$ cat src/rtl/xor_lfsr_prbs_pkg.sv
// Shared PRBS constants and a reference feedback function for XOR-feedback LFSRs.
// Tap masks use bit i = state[i] in the feedback XOR; the shift direction is toward the MSB.
package prbs_pkg;

  localparam logic [6:0]  TAPS_PRBS7  = 7'h60;
  localparam logic [7:0]  TAPS_PRBS8  = 8'hB8;
  localparam logic [14:0] TAPS_PRBS15 = 15'h6000;

  localparam int MAX_WIDTH = 32;

  // Behavioural feedback, handy for models; the datapath uses xor_reduce_tree.
  function automatic logic xor_fb(input logic [MAX_WIDTH-1:0] state,
                                  input logic [MAX_WIDTH-1:0] taps);
    return ^(state & taps);
  endfunction

endpackage

$ cat src/rtl/xor_lfsr_prbs_if.sv
// Control/status bundle of the PRBS generator/checker.
// The master side drives the controls; the slave side is the generator.
interface xor_lfsr_prbs_if #(
  parameter int WIDTH = 8,
  parameter int CNT_W = 16
);
  logic             en;
  logic             load;
  logic [WIDTH-1:0] seed_in;
  logic             chk_valid;
  logic             chk_bit;
  logic [WIDTH-1:0] q;
  logic             bit_out;
  logic             wrap;
  logic [WIDTH-1:0] period;
  logic [CNT_W-1:0] err_cnt;
  logic             zero_fix;

  modport master (
    output en, load, seed_in, chk_valid, chk_bit,
    input  q, bit_out, wrap, period, err_cnt, zero_fix
  );

  modport slave (
    input  en, load, seed_in, chk_valid, chk_bit,
    output q, bit_out, wrap, period, err_cnt, zero_fix
  );
endinterface

$ cat src/rtl/xor_lfsr_prbs_xor_reduce_tree.sv
// Balanced XOR reduction: input is zero-padded to a power of two and folded in place
// level by level, so depth is ceil(log2(WIDTH)) two-input XORs.
module xor_reduce_tree #(
  parameter int WIDTH = 8
) (
  input  logic [WIDTH-1:0] din_i,
  output logic             dout_o
);
  localparam int LEVELS = (WIDTH > 1) ? $clog2(WIDTH) : 0;
  localparam int PW     = 1 << LEVELS;

  logic [PW-1:0] acc;

  // Writing acc[k] only clobbers indices below the pair (2k, 2k+1) still to be read.
  always_comb begin
    acc = PW'(din_i);
    for (int l = 0; l < LEVELS; l++) begin
      for (int k = 0; k < (PW >> (l + 1)); k++) begin
        acc[k] = acc[2*k] ^ acc[2*k+1];
      end
    end
    dout_o = acc[0];
  end
endmodule

$ cat src/rtl/xor_lfsr_prbs.sv
// Fibonacci LFSR PRBS generator with seed load, wrap/period tracking and a
// saturating bit-error checker comparing received bits against the local sequence.
module xor_lfsr_prbs
  import prbs_pkg::*;
#(
  parameter int               WIDTH = 8,
  parameter logic [WIDTH-1:0] TAPS  = WIDTH'(TAPS_PRBS8),
  parameter logic [WIDTH-1:0] SEED  = WIDTH'(1),
  parameter int               CNT_W = 16
) (
  input logic            clk,
  input logic            rst,
  xor_lfsr_prbs_if.slave bus
);
  logic [WIDTH-1:0] q_q, q_d;
  logic [WIDTH-1:0] start_q, start_d;
  logic [WIDTH-1:0] steps_q, steps_d;
  logic [WIDTH-1:0] period_q, period_d;
  logic [CNT_W-1:0] err_q, err_d;
  logic             wrap_q, wrap_d;
  logic             zfix_q, zfix_d;

  logic             fb;
  logic             step;
  logic             seed_zero;
  logic             mismatch;
  logic [WIDTH-1:0] q_nxt;
  logic [WIDTH-1:0] seed_eff;

  xor_reduce_tree #(.WIDTH(WIDTH)) u_fb (
    .din_i  (q_q & TAPS),
    .dout_o (fb)
  );

  assign q_nxt     = {q_q[WIDTH-2:0], fb};
  assign step      = (bus.en | bus.chk_valid) & ~bus.load;
  assign seed_zero = (bus.seed_in == '0);
  assign seed_eff  = seed_zero ? SEED : bus.seed_in;
  // Compare against the bit on the wire before this cycle's step.
  assign mismatch  = bus.chk_valid & ~bus.load & (bus.chk_bit != q_q[WIDTH-1]);

  always_comb begin
    q_d      = q_q;
    start_d  = start_q;
    steps_d  = steps_q;
    period_d = period_q;
    err_d    = err_q;
    wrap_d   = 1'b0;
    zfix_d   = 1'b0;

    if (bus.load) begin
      q_d     = seed_eff;
      start_d = seed_eff;
      steps_d = '0;
      zfix_d  = seed_zero;
    end else if (step) begin
      q_d = q_nxt;
      if (q_nxt == start_q) begin
        wrap_d   = 1'b1;
        period_d = steps_q + WIDTH'(1);
        steps_d  = '0;
      end else if (steps_q != '1) begin
        steps_d = steps_q + WIDTH'(1);
      end
    end

    if (mismatch && err_q != '1) begin
      err_d = err_q + CNT_W'(1);
    end
  end

  always_ff @(posedge clk) begin
    if (rst) begin
      q_q      <= SEED;
      start_q  <= SEED;
      steps_q  <= '0;
      period_q <= '0;
      err_q    <= '0;
      wrap_q   <= 1'b0;
      zfix_q   <= 1'b0;
    end else begin
      q_q      <= q_d;
      start_q  <= start_d;
      steps_q  <= steps_d;
      period_q <= period_d;
      err_q    <= err_d;
      wrap_q   <= wrap_d;
      zfix_q   <= zfix_d;
    end
  end

  assign bus.q        = q_q;
  assign bus.bit_out  = q_q[WIDTH-1];
  assign bus.wrap     = wrap_q;
  assign bus.period   = period_q;
  assign bus.err_cnt  = err_q;
  assign bus.zero_fix = zfix_q;
endmodule

$ cat src/flat_wrapper.sv
// flat-port wrapper written by rule: the top's interface ports become plain ports
module xor_lfsr_prbs_flat import prbs_pkg::*;
#(
  parameter int               WIDTH = 8,
  parameter logic [WIDTH-1:0] TAPS  = WIDTH'(TAPS_PRBS8),
  parameter logic [WIDTH-1:0] SEED  = WIDTH'(1),
  parameter int               CNT_W = 16
)
  (clk, rst, bus_en, bus_load, bus_seed_in, bus_chk_valid, bus_chk_bit, bus_q, bus_bit_out, bus_wrap, bus_period, bus_err_cnt, bus_zero_fix);
  xor_lfsr_prbs_if #(.WIDTH(WIDTH), .CNT_W(CNT_W)) bus_i ();
  input logic clk;
  input logic rst;
  input wire logic [$bits(bus_i.en)-1:0] bus_en;
  input wire logic [$bits(bus_i.load)-1:0] bus_load;
  input wire logic [$bits(bus_i.seed_in)-1:0] bus_seed_in;
  input wire logic [$bits(bus_i.chk_valid)-1:0] bus_chk_valid;
  input wire logic [$bits(bus_i.chk_bit)-1:0] bus_chk_bit;
  output wire logic [$bits(bus_i.q)-1:0] bus_q;
  output wire logic [$bits(bus_i.bit_out)-1:0] bus_bit_out;
  output wire logic [$bits(bus_i.wrap)-1:0] bus_wrap;
  output wire logic [$bits(bus_i.period)-1:0] bus_period;
  output wire logic [$bits(bus_i.err_cnt)-1:0] bus_err_cnt;
  output wire logic [$bits(bus_i.zero_fix)-1:0] bus_zero_fix;
  assign bus_i.en = bus_en;
  assign bus_i.load = bus_load;
  assign bus_i.seed_in = bus_seed_in;
  assign bus_i.chk_valid = bus_chk_valid;
  assign bus_i.chk_bit = bus_chk_bit;
  assign bus_q = bus_i.q;
  assign bus_bit_out = bus_i.bit_out;
  assign bus_wrap = bus_i.wrap;
  assign bus_period = bus_i.period;
  assign bus_err_cnt = bus_i.err_cnt;
  assign bus_zero_fix = bus_i.zero_fix;
  xor_lfsr_prbs #(.WIDTH(WIDTH), .TAPS(TAPS), .SEED(SEED), .CNT_W(CNT_W)) u_core (.clk(clk), .rst(rst), .bus(bus_i));
endmodule
$ cat config.mk
export PLATFORM = sky130hd
export DESIGN_NAME = xor_lfsr_prbs_flat
export DESIGN_NICKNAME = d
export VERILOG_FILES = /design/src/rtl/xor_lfsr_prbs_pkg.sv /design/src/rtl/xor_lfsr_prbs_if.sv /design/src/rtl/xor_lfsr_prbs_xor_reduce_tree.sv /design/src/rtl/xor_lfsr_prbs.sv /design/src/flat_wrapper.sv
export SDC_FILE = /design/constraint.sdc
export NUM_CORES = 1
export LEC_CHECK = 0
export CAP_MARGIN = 15
export CORE_MARGIN = 2
export CORE_UTILIZATION = 45
export DETAILED_ROUTE_END_ITERATION = 16
export HOLD_SLACK_MARGIN = 0.05
export PLACE_DENSITY = 0.75
export SLEW_MARGIN = 20
export SYNTH_ARGS = -nofsm -noshare
export SYNTH_HDL_FRONTEND = slang
export SYNTH_SLANG_ARGS = --single-unit
export TNS_END_PERCENT = 10
$ cat constraint.sdc
create_clock -name clk -period 1.7 [get_ports clk]
set_input_delay 0.51 -clock clk [delete_from_list [all_inputs] [get_ports clk]]
set_output_delay 0.51 -clock clk [all_outputs]
set_load 0.005 [all_outputs]
Yosys cells after proc, flatten, opt, wreduce, memory -nomap -nowiden
Index checks and enable logic that the tools add are counted.
{ "op_classes": {"n_div": 0, "muxes": 6, "n_mul": 0, "n_eq_ne": 4, "n_reduce_logical": 9, "magnitude_cmp": 0, "add_sub_neg": 2, "n_shift": 0, "n_bitwise": 9} }
{ "op_table": {"columns": ["op", "count"], "rows": [
  ["$mux 8", 5],
  ["$add 16x1->16 const B", 1],
  ["$ne 16x16->1 const B", 1],
  ["$add 8x1->8 const B", 1],
  ["$eq 8x8->1", 1],
  ["$logic_not 8->1", 1],
  ["$ne 8x8->1 const B", 1],
  ["$reduce_bool 2->1", 2],
  ["$reduce_or 2->1", 2],
  ["$and 1x1->1", 3],
  ["$reduce_and 3->1", 1],
  ["$reduce_or 3->1", 1],
  ["$xor 1x1->1", 3],
  ["$not 1->1", 2],
  ["$reduce_and 2->1", 1],
  ["$logic_and 1x1->1", 1],
  ["$mux 1", 1],
  ["$ne 1x1->1", 1],
  ["$or 1x1->1", 1]
]} }
{ "totals": {"ramBits": 0, "latch_bits": 0, "n_memories": 0, "word_cells": 37, "out_inout_bits": 35, "inputBits": 14, "register_bits": 50, "rom_bits": 0} }

Longest topological paths before layout
Gate-level depths: netlist of run 1.
{ "depth": {"word_depth": 6, "ltp_mapped": 7, "ltp_nobuf": 6} }

Modules after synthesis
Synthesis of run 1 repeated with hierarchy kept, for this count alone.
{ "hier_totals": {"cells_unflattened": 290, "hier_area_um2": 2457.4} }
{ "modules_own_cells": {"columns": ["module", "cells_per_inst", "seq_area_each_um2", "area_per_inst_um2", "n_inst"], "rows": [
  ["xor_lfsr_prbs", 283, 1001.0, 2396.0, 1],
  ["xor_reduce_tree", 7, 0.0, 61.3, 1]
]} }

Worst setup path after synthesis of run 1
No wires, ideal clock.
{ "synth_timing": {"path_kind": "in2reg", "start": "input bus_load", "end": "register u_core.err_q[7] (netlist: u_core.bus.err_cnt[7])", "t_required_ps": 1626, "arrival_time_ps": 1730, "setup_slack_ps": -105, "setup_ps": 74, "path_stages": 6, "n_path_buf": 1, "path_cell_list": "clkbuf_1 > nand2b_4 > nor3_4 > o21ai_2 > or4_1 > o21ai_0"} }
{ "synth_between": {"elab_chain_len": 4} }
{ "synth_rtl": {"columns": ["item", "line_no", "rtl"], "rows": [
  ["start, declared", "flat_wrapper.sv:14", "input wire logic [$bits(bus_i.load)-1:0] bus_load;"],
  ["$not 1->1 (no source line)", null, null],
  ["$and 1x1->1 (2 in a row)", "xor_lfsr_prbs.sv:40", "assign mismatch = bus.chk_valid & ~bus.load & (bus.chk_bit != q_q[WIDTH-1]);"],
  ["$logic_and 1x1->1", "xor_lfsr_prbs.sv:67", "if (mismatch && err_q != '1) begin"],
  ["end signal, assigned", "xor_lfsr_prbs.sv:86", "err_q <= err_d;"],
  ["end, declared", "xor_lfsr_prbs.sv:19", "logic [CNT_W-1:0] err_q, err_d;"]
]} }
Every way passes these cells.
A chain may end at the register's enable or synchronous reset.

Worst setup path after layout of run 1
{ "layout_timing": {"start": "register u_core.q_q[3] (netlist: u_core.bus.q[3])", "end": "register u_core.period_q[2] (netlist: u_core.bus.period[2])"} }
{ "layout_between": {"elab_chain_len": 3} }
{ "layout_rtl": {"columns": ["item", "line_no", "rtl"], "rows": [
  ["start, declared", "xor_lfsr_prbs.sv:15", "logic [WIDTH-1:0] q_q, q_d;"],
  ["start signal, assigned", "xor_lfsr_prbs.sv:82", "q_q <= q_d;"],
  ["$xor 1x1->1", "xor_lfsr_prbs_xor_reduce_tree.sv:19", "acc[k] = acc[2*k] ^ acc[2*k+1];"],
  ["$eq 8x8->1 (*)", "xor_lfsr_prbs.sv:58", "if (q_nxt == start_q) begin"],
  ["$reduce_and 3->1 (no source line) (*)", null, null],
  ["end signal, assigned", "xor_lfsr_prbs.sv:85", "period_q <= period_d;"],
  ["end, declared", "xor_lfsr_prbs.sv:18", "logic [WIDTH-1:0] period_q, period_d;"]
]} }
Every way passes the cells marked *; elsewhere a longest branch is shown, timed or not.

==> impl_metrics.py, run 1 <==
metrics = {
    "global_routing": {
        "grt_usage": 0.205,
        "grt_pass1_vias": 2349,
        "grt_max_degree": 19,
        "grt_antenna_before_repair": 0,
        "overflow": 0,
        "grt_first_pass_wirelength_um": 10300,
    },
    "worst_setup_path": {
        "cp_cell_sequence": "buf_4 -> xor2_1 -> nor3_1 -> nand4_1 -> buf_6 -> mux2i_1 -> nor2_1",
        "timing.rr.end": "u_core.bus.period[2]",
        "worstPathMaxFanout": 5,
        "startpoint": "u_core.bus.q[3]",
        "cpPeakStageDelay_ps": 330,
        "ff2ff_setup_slack_ps": -20,
        "end_kind": "flop",
        "crit_required_ps": 1890,
        "critPathArrivalTime_ps": 1910,
        "reg2reg_from": "u_core.bus.q[3]",
        "cp_slowest_cell": "nor3_1",
        "critPathKind": "flop to flop",
        "cp-start-kind": "flop",
        "endpoint": "u_core.bus.period[2]",
        "worstRegToRegCells": 7,
    },
    "yosys": {
        "synthAdderAreaFrac": 0.0101,
        "synth-seq-cells": 50,
        "synth.avg_cell_area_sq_um": 8.59,
        "synth-edff-count": 0,
        "synth_simple_gate_area_frac": 0.272,
        "yosys_warnings": 0,
        "synth_compound_area_frac": 0.123,
        "synthesis.area_sq_um": 2480,
        "synth_top_area_frac": 0.403,
        "synth_top_family_by_area": "simple AND/OR/NAND/NOR gates",
        "synthTopCellsByArea": "dfxtp_1 40%, nor2_1 6.5%, mux2i_1 5.6%",
        "syn_nets": 305,
        "synth_xor_area_frac": 0.0898,
        "yosysTopAreaCell": "dfxtp_1",
        "ys.flop_type": "dfxtp_1",
        "synth_cell_types": 48,
        "synth.most_common_cell": "dfxtp_1",
        "ys_async_sr_fraction": 0,
        "synth_mux_area_frac": 0.0701,
        "yosysSeqAreaShare": 0.403,
        "synth_cells": 289,
        "synth_common_cells": "50 x dfxtp_1, 43 x nor2_1, 24 x nand2_1",
    },
    "timing": {
        "layout_setup_ws_ps": -19.1,
        "worst_pin_slew_ps": 439,
        "period_share": 1.01,
        "max_freq_mhz": 582,
        "slew_violations": 0,
        "setup_viol": 8,
        "fin_skew_ps": 9.18,
        "min_period_ps": 1720,
        "relSlewSlack": 0.705,
        "hold_viol_final": 0,
        "rsz0062_at_grt": "yes",
        "fin_tns_setup_ps": -98.5,
    },
    "placed_design": {
        "port_buffers": 48,
        "dp_hpwl_um": 4390,
        "place_ws_ps": -565,
        "gp_congestion": 0.883,
        "post-place-cells": 442,
    },
    "power": {
        "p_leak_nw": 1.75,
        "peakVddDrop_mv": 0.346,
        "cellPowerDensity_nw_per_um2": 629,
        "p_total_mw": 2.27,
    },
    "clock_network": {
        "cts.htree.levels": 2,
        "cts-buffers-inserted": 5,
        "clockRootBuffer": "clkbuf_8",
        "clock-sinks": 50,
        "clkLatencyLatePin_ps": 290,
        "cts_tree": "yes",
        "ctsLongestPathBuffers": 2,
        "hold_buffers": 0,
        "cts.clk_slew.worst_paths_ps": 90,
    },
    "detailed_routing": {
        "drt-pass1-iter-count": 4,
        "ant_nets": 0,
        "drtIter0Drc": 192,
        "drc_errors": 0,
        "vias": 2434,
        "wl_per_cell_um": 13.5,
        "viasPerCell": 5.35,
        "postRouteWirelength_um": 6150,
    },
    "floorplanning": {
        "io_pins": 49,
        "die_area_sq_um": 6120,
        "coreArea_sq_um": 5410,
        "die_h_um": 78.3,
        "start_util": 0.459,
        "row_count": 27,
        "die_x_um": 78.3,
    },
    "run": {
        "cap_violations": 0,
    },
    "outcome": {
        "violations": "setup timing",
        "outcome": "finished, violations left",
    },
    "cells_and_area": {
        "final_cells": 455,
        "area_growth_pct": 45.5,
        "nNetsFinal": 398,
        "antenna_cells": 0,
        "drive_gt1_frac": 0.277,
    },
    "min_path": {
        "hold_start": "u_core.bus.err_cnt[4]",
        "hold_path_class": "flop to flop",
    },
}
-- area by class of cell --
cell class / count / area, sq um
flip-flops and latches: 50 / 1050
clock inverters: 1 / 5.00
clock buffers: 7 / 86.3
fillers: 439 / 1790
repair buffers: 102 / 905
well taps: 72 / 90.1
multi-input cells: 221 / 1470
inverters: 2 / 7.51
-- power by group --
part	leakage [nW]	switching, mW	internal, mW
clock	0.0482	0.371	0.329
combinational	1.28	0.161	0.189
sequential	0.419	0.0288	1.19
-- sequential cells by signal, summed over array words and instances (netlist names) --
register / count
u_core.bus.err_cnt: 16
u_core.bus.period: 8
u_core.start_q: 8
u_core.steps_q: 8
u_core.bus.zero_fix: 1
u_core.bus.wrap: 1
u_core.bus.q: 8
-- per-stage QoR --
step	utilization	hold WS [ps]	instance area, sq um
floorplan	-	462	2490
global placement	0.621	473	3350
detailed placement	0.621	474	3350
CTS	0.650	482	3510
global route	0.668	507	3610
finish	0.668	483	3610
-- cell families (layout without fill, tap and decap cells) --
| kind of cell | Yosys count | after routing |
|---|---|---|
| flip-flops | 50 | 50 |
| buffers and inverters | 18 | 112 |
| AND/OR/NAND/NOR | 127 | 127 |
| XOR/XNOR | 23 | 23 |
| adder cells (fa/ha/maj) | 2 | 2 |
| multiplexers | 17 | 17 |
| AO/OA/AOI/OAI | 52 | 52 |
-- worst max-delay path, delay by kind of cell, from the launching register on --
family / cells / cell delay [ps]
AND/OR/NAND/NOR: 3 / 650
buffers and inverters: 2 / 360
flip-flops: 1 / 320
XOR/XNOR: 1 / 150
multiplexers: 1 / 140
-- worst min path at each step --
| stage | to | slack, ps | cells past startpoint |
|---|---|---|---|
| 2_1_floorplan | u_core.start_q[5] | 460 | 2 |
| 3_3_place_gp | u_core.start_q[7] | 470 | 2 |
| 3_5_place_dp | u_core.start_q[5] | 470 | 2 |
| 4_1_cts | u_core.bus.err_cnt[4] | 480 | 1 |
| 5_1_grt | u_core.start_q[7] | 510 | 2 |
| 6_report | u_core.bus.err_cnt[4] | 480 | 1 |
-- layer usage --
layer,routed length [um],up-vias,global-route usage
met2,3000,80,0.345
met1,2730,1130,0.273
met5,0,-,0
li1,-,1211,-
met4,82,0,0.0526
met3,340,13,0.0356
-- cell usage in the layout, fill, tap and decap left out, types with 8 or more instances in the layout --
cell,Yosys,layout
clkdlybuf4s50_1,0,21
a21oi_1,22,22
o21ai_0,10,10
nand3_1,9,9
nor3_1,8,8
dlygate4sd2_1,0,15
dfxtp_4,0,9
dfxtp_1,50,27
mux2i_1,14,14
dfxtp_2,0,14
dlymetal6s2s_1,0,12
buf_4,2,52
xor2_1,16,16
nand2_1,24,24
nor2_1,43,43
-- timing repair --
action,4_1_cts,5_1_grt
gates cloned,0,1
pin swaps,4,8
resized for setup,46,26
buffers inserted,3,2
endpoints found under the setup margin,49,33
Power figures use the tool's default switching activity.
==> run 2, diff against run 1 <==
--- a/constraint.sdc
+++ b/constraint.sdc
@@ -3,2 +3,2 @@
 set_output_delay 0.51 -clock clk [all_outputs]
-set_load 0.005 [all_outputs]
+set_load 0.02 [all_outputs]
==> run 2 against run 1 <==
The flow now finishes without violations. Wire length increased by 0.75%. Non-clock buffer count decreased by 9. Global-route usage increased by 0.29 points. Clock-buffer cell count decreased by 2. Design area decreased by 2.4%. Setup slack improved by 78 ps. Critical path depth unchanged. Power increased by 6.4%. Critical path type unchanged. Largest cell class unchanged.
==> impl_metrics.py, run 2 (synthesis results as in run 1) <==
metrics = {
    "outcome": {
        "outcome": "complete, no violations",
    },
    "worst_setup_path": {
        "cp_cell_sequence": "xor2_1 -> nor4_1 -> buf_4 -> nand4_1 -> buf_6 -> mux2i_2 -> nor2_1",
        "critPathArrivalTime_ps": 1830,
        "worstRegToRegCells": 7,
        "crit_buf_inv": 2,
        "critPathTopFamily": "simple AND/OR/NAND/NOR gates",
        "ff2ff_setup_slack_ps": 60,
        "timing.rr.end": "u_core.bus.period[4]",
        "cpPeakStageDelay_ps": 380,
        "crit_required_ps": 1890,
        "startpoint": "u_core.bus.q[5]",
        "cp-start-kind": "flop",
        "worstPathMaxFanout": 10,
        "critPathKind": "flop to flop",
        "end_kind": "flop",
        "cp_slowest_cell": "dfxtp_4",
        "cp.depth": 7,
        "endpoint": "u_core.bus.period[4]",
        "reg2reg_from": "u_core.bus.q[5]",
    },
    "detailed_routing": {
        "dr_wl_met2_um": 3080,
        "wl_met3_um": 208,
        "postRouteWirelength_um": 6190,
        "drtIter0Drc": 212,
        "drt-pass1-iter-count": 4,
        "drc_errors": 0,
        "wl_per_cell_um": 13.9,
        "highest_layer": "met4",
        "viasPerCell": 5.39,
        "ant_nets": 0,
        "vias": 2406,
        "drt-met1-wl_um": 2810,
    },
    "timing": {
        "slew_violations": 0,
        "fin_tns_setup_ps": 0,
        "hold_slack_ps": 491,
        "worst_pin_slew_ps": 337,
        "setup_viol": 0,
        "hold_viol_final": 0,
        "rsz0062_at_grt": "yes",
        "fin_skew_ps": 6.49,
        "relSlewSlack": 0.775,
        "period_share": 0.965,
        "min_period_ps": 1640,
        "max_freq_mhz": 609,
    },
    "global_routing": {
        "grt_pass1_vias": 2299,
        "grt_first_pass_wirelength_um": 10400,
        "grt_usage": 0.208,
        "grt_max_degree": 23,
        "grt_antenna_before_repair": 0,
        "overflow": 0,
    },
    "floorplanning": {
        "die_area_sq_um": 6120,
        "die_x_um": 78.3,
        "io_pins": 49,
        "die_h_um": 78.3,
        "coreArea_sq_um": 5410,
        "start_util": 0.459,
        "row_count": 27,
    },
    "clock_network": {
        "clockRootBuffer": "clkbuf_8",
        "cts_tree": "yes",
        "clkLatencyLatePin_ps": 300,
        "cts-buffers-inserted": 5,
        "ctsLongestPathBuffers": 2,
        "cts.clk_slew.worst_paths_ps": 90,
        "cts.htree.levels": 2,
        "clock-sinks": 50,
        "hold_buffers": 0,
    },
    "power": {
        "intPower_mw": 1.81,
        "peakVddDrop_mv": 0.318,
        "p_sw_uw": 606,
        "power_switching_share": 0.251,
        "clkPwrFrac": 0.348,
        "p_leak_nw": 1.64,
        "pwr-share-comb": 0.143,
        "cellPowerDensity_nw_per_um2": 685,
        "seqPwrFrac": 0.509,
    },
    "cells_and_area": {
        "regArea_sq_um": 1010,
        "largest_reg_flops": 16,
        "final_cell_mix": "45 x dfxtp_1, 43 x buf_4, 41 x nor2_1",
        "area_growth_pct": 42.1,
        "drive_gt1_frac": 0.238,
        "multi_input_area_sq_um": 1500,
        "nNetsFinal": 389,
        "final_cells": 446,
        "antenna_cells": 0,
        "nFillCells": 477,
        "layout_commonest_cell": "dfxtp_1",
    },
    "placed_design": {
        "gp_congestion": 0.885,
        "post-place-cells": 435,
        "dp_hpwl_um": 4560,
        "port_buffers": 48,
    },
    "run": {
        "cap_violations": 0,
    },
    "min_path": {
        "hold_path_class": "flop to flop",
    },
}
-- run 2: layer usage --
layer,up-vias,global-route usage
li1,1188,-
met1,1154,0.276
met2,51,0.355
met3,13,0.0253
met4,0,0.0614
met5,-,0
-- run 2: worst min path at each step --
stage / from / endpoint / cells after the start / slack (ps)
after floorplan: u_core.start_q[5] / u_core.start_q[5] / 2 / 460
after global placement: u_core.start_q[7] / u_core.start_q[7] / 2 / 470
after detailed placement: u_core.start_q[7] / u_core.start_q[7] / 2 / 480
after CTS: u_core.start_q[7] / u_core.start_q[7] / 2 / 490
after global routing: u_core.start_q[7] / u_core.start_q[7] / 2 / 510
final: u_core.start_q[7] / u_core.start_q[7] / 2 / 490
-- run 2: through the flow --
| step | power (mW) | setup slack, ps | utilization | instance area (sq um) |
|---|---|---|---|---|
| floorplan | 1.43 | -22.0 | - | 2500 |
| global placement | 1.59 | -512 | 0.615 | 3320 |
| detailed placement | 1.60 | -556 | 0.615 | 3320 |
| CTS | 2.42 | -20.8 | 0.634 | 3430 |
| global route | 2.51 | -71.3 | 0.652 | 3530 |
| finish | 2.41 | 59.3 | 0.652 | 3530 |
-- run 2: power by group through the flow --
stage	Clock [mW]	Combinational (mW)	Sequential, mW
floorplan	0	0.164	1.27
global placement	0	0.333	1.25
detailed placement	0	0.342	1.26
CTS	0.857	0.339	1.23
global route	0.903	0.376	1.23
finish	0.839	0.346	1.23
-- run 2: tightest hold or removal path, delay by kind of cell, from the launching register on --
family	cells	cell delay [ps]
AOI/OAI and AO/OA	1	60
DFF	1	330
and+or+nand+nor	1	70
-- run 2: layout make-up --
cell class	count	share of cell area
Timing Repair Buffer	93	0.227
Sequential cell	50	0.287
Tap cell	72	0.0256
Multi-Input combinational cell	221	0.425
Clock buffer	5	0.0195
Inverter	2	0.00213
Clock inverter	3	0.0128
-- run 2: what timing repair did --
action                     CTS  global route
setup buffers                0             3
resized for setup           46            21
pin swaps                    1            12
setup endpoints to repair   59            34
==> run 3, diff against run 2 <==
CORE_ASPECT_RATIO = 0.75   (was default)
==> run 3 against run 2 <==
Largest power group unchanged. Fmax down 1.4%. Highest routed layer unchanged. Via count decreased by 1.7%. First-iteration DRC count decreased by 22%. Clock power rose by 0.7%. Non-clock buffer count decreased by 4. Wire length rose by 2.7%. Final cell count fell by 0.22%.
==> impl_metrics.py, run 3 (synthesis results as in run 1) <==
metrics = {
    "timing": {
        "max_freq_mhz": 601,
        "rsz0062_at_grt": "yes",
        "period_share": 0.979,
        "slew_violations": 0,
        "hold_viol_final": 0,
        "fin_skew_ps": 11.0,
        "fin_tns_setup_ps": 0,
        "setup_viol": 0,
        "relSlewSlack": 0.754,
        "min_period_ps": 1660,
        "worst_pin_slew_ps": 364,
    },
    "placed_design": {
        "port_buffers": 48,
        "dp_hpwl_um": 4570,
        "gp_congestion": 0.842,
    },
    "floorplanning": {
        "die_area_sq_um": 6130,
        "coreArea_sq_um": 5320,
        "start_util": 0.466,
        "die_x_um": 89.7,
        "die_h_um": 68.3,
        "io_pins": 49,
        "row_count": 23,
    },
    "min_path": {
        "hold_start": "u_core.start_q[5]",
        "whs_endpoint": "u_core.start_q[5]",
        "hold_path_class": "flop to flop",
        "holdPathStages": 2,
    },
    "global_routing": {
        "grt_antenna_before_repair": 0,
        "grt_first_pass_wirelength_um": 10400,
        "grt_usage": 0.214,
        "grt_max_degree": 25,
        "overflow": 0,
        "grt_pass1_vias": 2182,
    },
    "worst_setup_path": {
        "end_kind": "flop",
        "critPathKind": "flop to flop",
        "reg2reg_from": "u_core.bus.q[4]",
        "crit_required_ps": 1890,
        "cp_cell_sequence": "xnor2_2 -> xnor3_1 -> nand4_1 -> buf_12 -> mux2i_1 -> nor2_1",
        "timing.rr.end": "u_core.bus.period[3]",
        "cpPeakStageDelay_ps": 390,
        "ff2ff_setup_slack_ps": 40,
        "worstRegToRegCells": 6,
        "cp-start-kind": "flop",
        "cp_slowest_cell": "xnor3_1",
        "critPathArrivalTime_ps": 1860,
        "worstPathMaxFanout": 10,
    },
    "detailed_routing": {
        "postRouteWirelength_um": 6360,
        "ant_nets": 0,
        "drc_errors": 0,
        "drtIter0Drc": 166,
        "wl_per_cell_um": 14.3,
        "viasPerCell": 5.31,
        "vias": 2364,
        "drt-pass1-iter-count": 4,
    },
    "power": {
        "p_leak_nw": 1.61,
        "peakVddDrop_mv": 0.435,
        "cellPowerDensity_nw_per_um2": 688,
    },
    "clock_network": {
        "cts.clk_slew.worst_paths_ps": 100,
        "clockRootBuffer": "clkbuf_8",
        "ctsLongestPathBuffers": 2,
        "clkLatencyLatePin_ps": 310,
        "clock-sinks": 50,
        "cts.htree.levels": 2,
        "cts-buffers-inserted": 5,
        "cts_tree": "yes",
    },
    "cells_and_area": {
        "final_cell_mix": "42 x nor2_1, 40 x buf_4, 39 x dfxtp_1",
        "area_growth_pct": 42.1,
        "drive_gt1_frac": 0.251,
        "nNetsFinal": 385,
        "antenna_cells": 0,
        "largest_reg_flops": 16,
        "layout_commonest_cell": "nor2_1",
        "nFillCells": 455,
        "final_core_util": 0.662,
    },
    "run": {
        "cap_violations": 0,
    },
    "outcome": {
        "outcome": "complete, no violations",
    },
}
-- run 3: final cells by class --
type                       count  area (sq um)  share of cell area
clock buffer                   6          72.6              0.0206
clock inverter                 2          37.5              0.0106
inverter                       2          7.51             0.00213
multi-input combinational    221          1530               0.434
sequential                    50          1020               0.289
tap                           75          93.8              0.0266
timing repair buffer          89           764               0.217
-- run 3: worst max-delay path by stage --
stage / slack (ps) / from / cells past startpoint / end
after floorplan: -20 / u_core.bus.q[4] / 6 / u_core.bus.period[0]
final: 40 / u_core.bus.q[4] / 6 / u_core.bus.period[3]
after detailed placement: -580 / bus_chk_bit / 7 / u_core.bus.err_cnt[11]
after CTS: -140 / bus_chk_bit / 6 / u_core.bus.err_cnt[7]
after global placement: -530 / bus_chk_bit / 7 / u_core.bus.err_cnt[11]
after global routing: -60 / u_core.bus.q[4] / 6 / u_core.steps_q[1]
-- run 3: what timing repair did --
action,CTS,global route
endpoints found under the setup margin,62,37
setup buffers,0,6
resized for setup,41,31
pin swaps,0,8
hold buffers,0,0
-- run 3: worst max-delay path: cells and delay by family (launching register included) --
kind	cells	cell delay, ps
XOR/XNOR	2	610
buffers and inverters	1	160
flip-flops	1	370
multiplexers	1	180
AND/OR/NAND/NOR	2	230
-- run 3: report_power, final --
part           switching, mW  internal [mW]
Clock                  0.406          0.440
Sequential            0.0320           1.20
Combinational          0.175          0.176
-- run 3: layer usage --
layer	GRT usage	vias up	wire, um
met3	0.0529	8	352
met2	0.365	61	2960
li1	-	1179	-
met1	0.275	1116	2980
met4	0.0635	0	65
met5	0	-	0
-- run 3: per-stage QoR --
step / area [sq um] / setup WS (ps) / hold slack [ps] / total power, mW / cells
3_5_place_dp: 3270 / -583 / 480 / 1.59 / 431
4_1_cts: 3370 / -141 / 496 / 2.42 / 439
5_1_grt: 3520 / -63.4 / 520 / 2.53 / 445
2_1_floorplan: 2500 / -22.0 / 461 / 1.43 / 289
3_3_place_gp: 3270 / -528 / 472 / 1.58 / 431
6_report: 3520 / 36.4 / 491 / 2.43 / 445
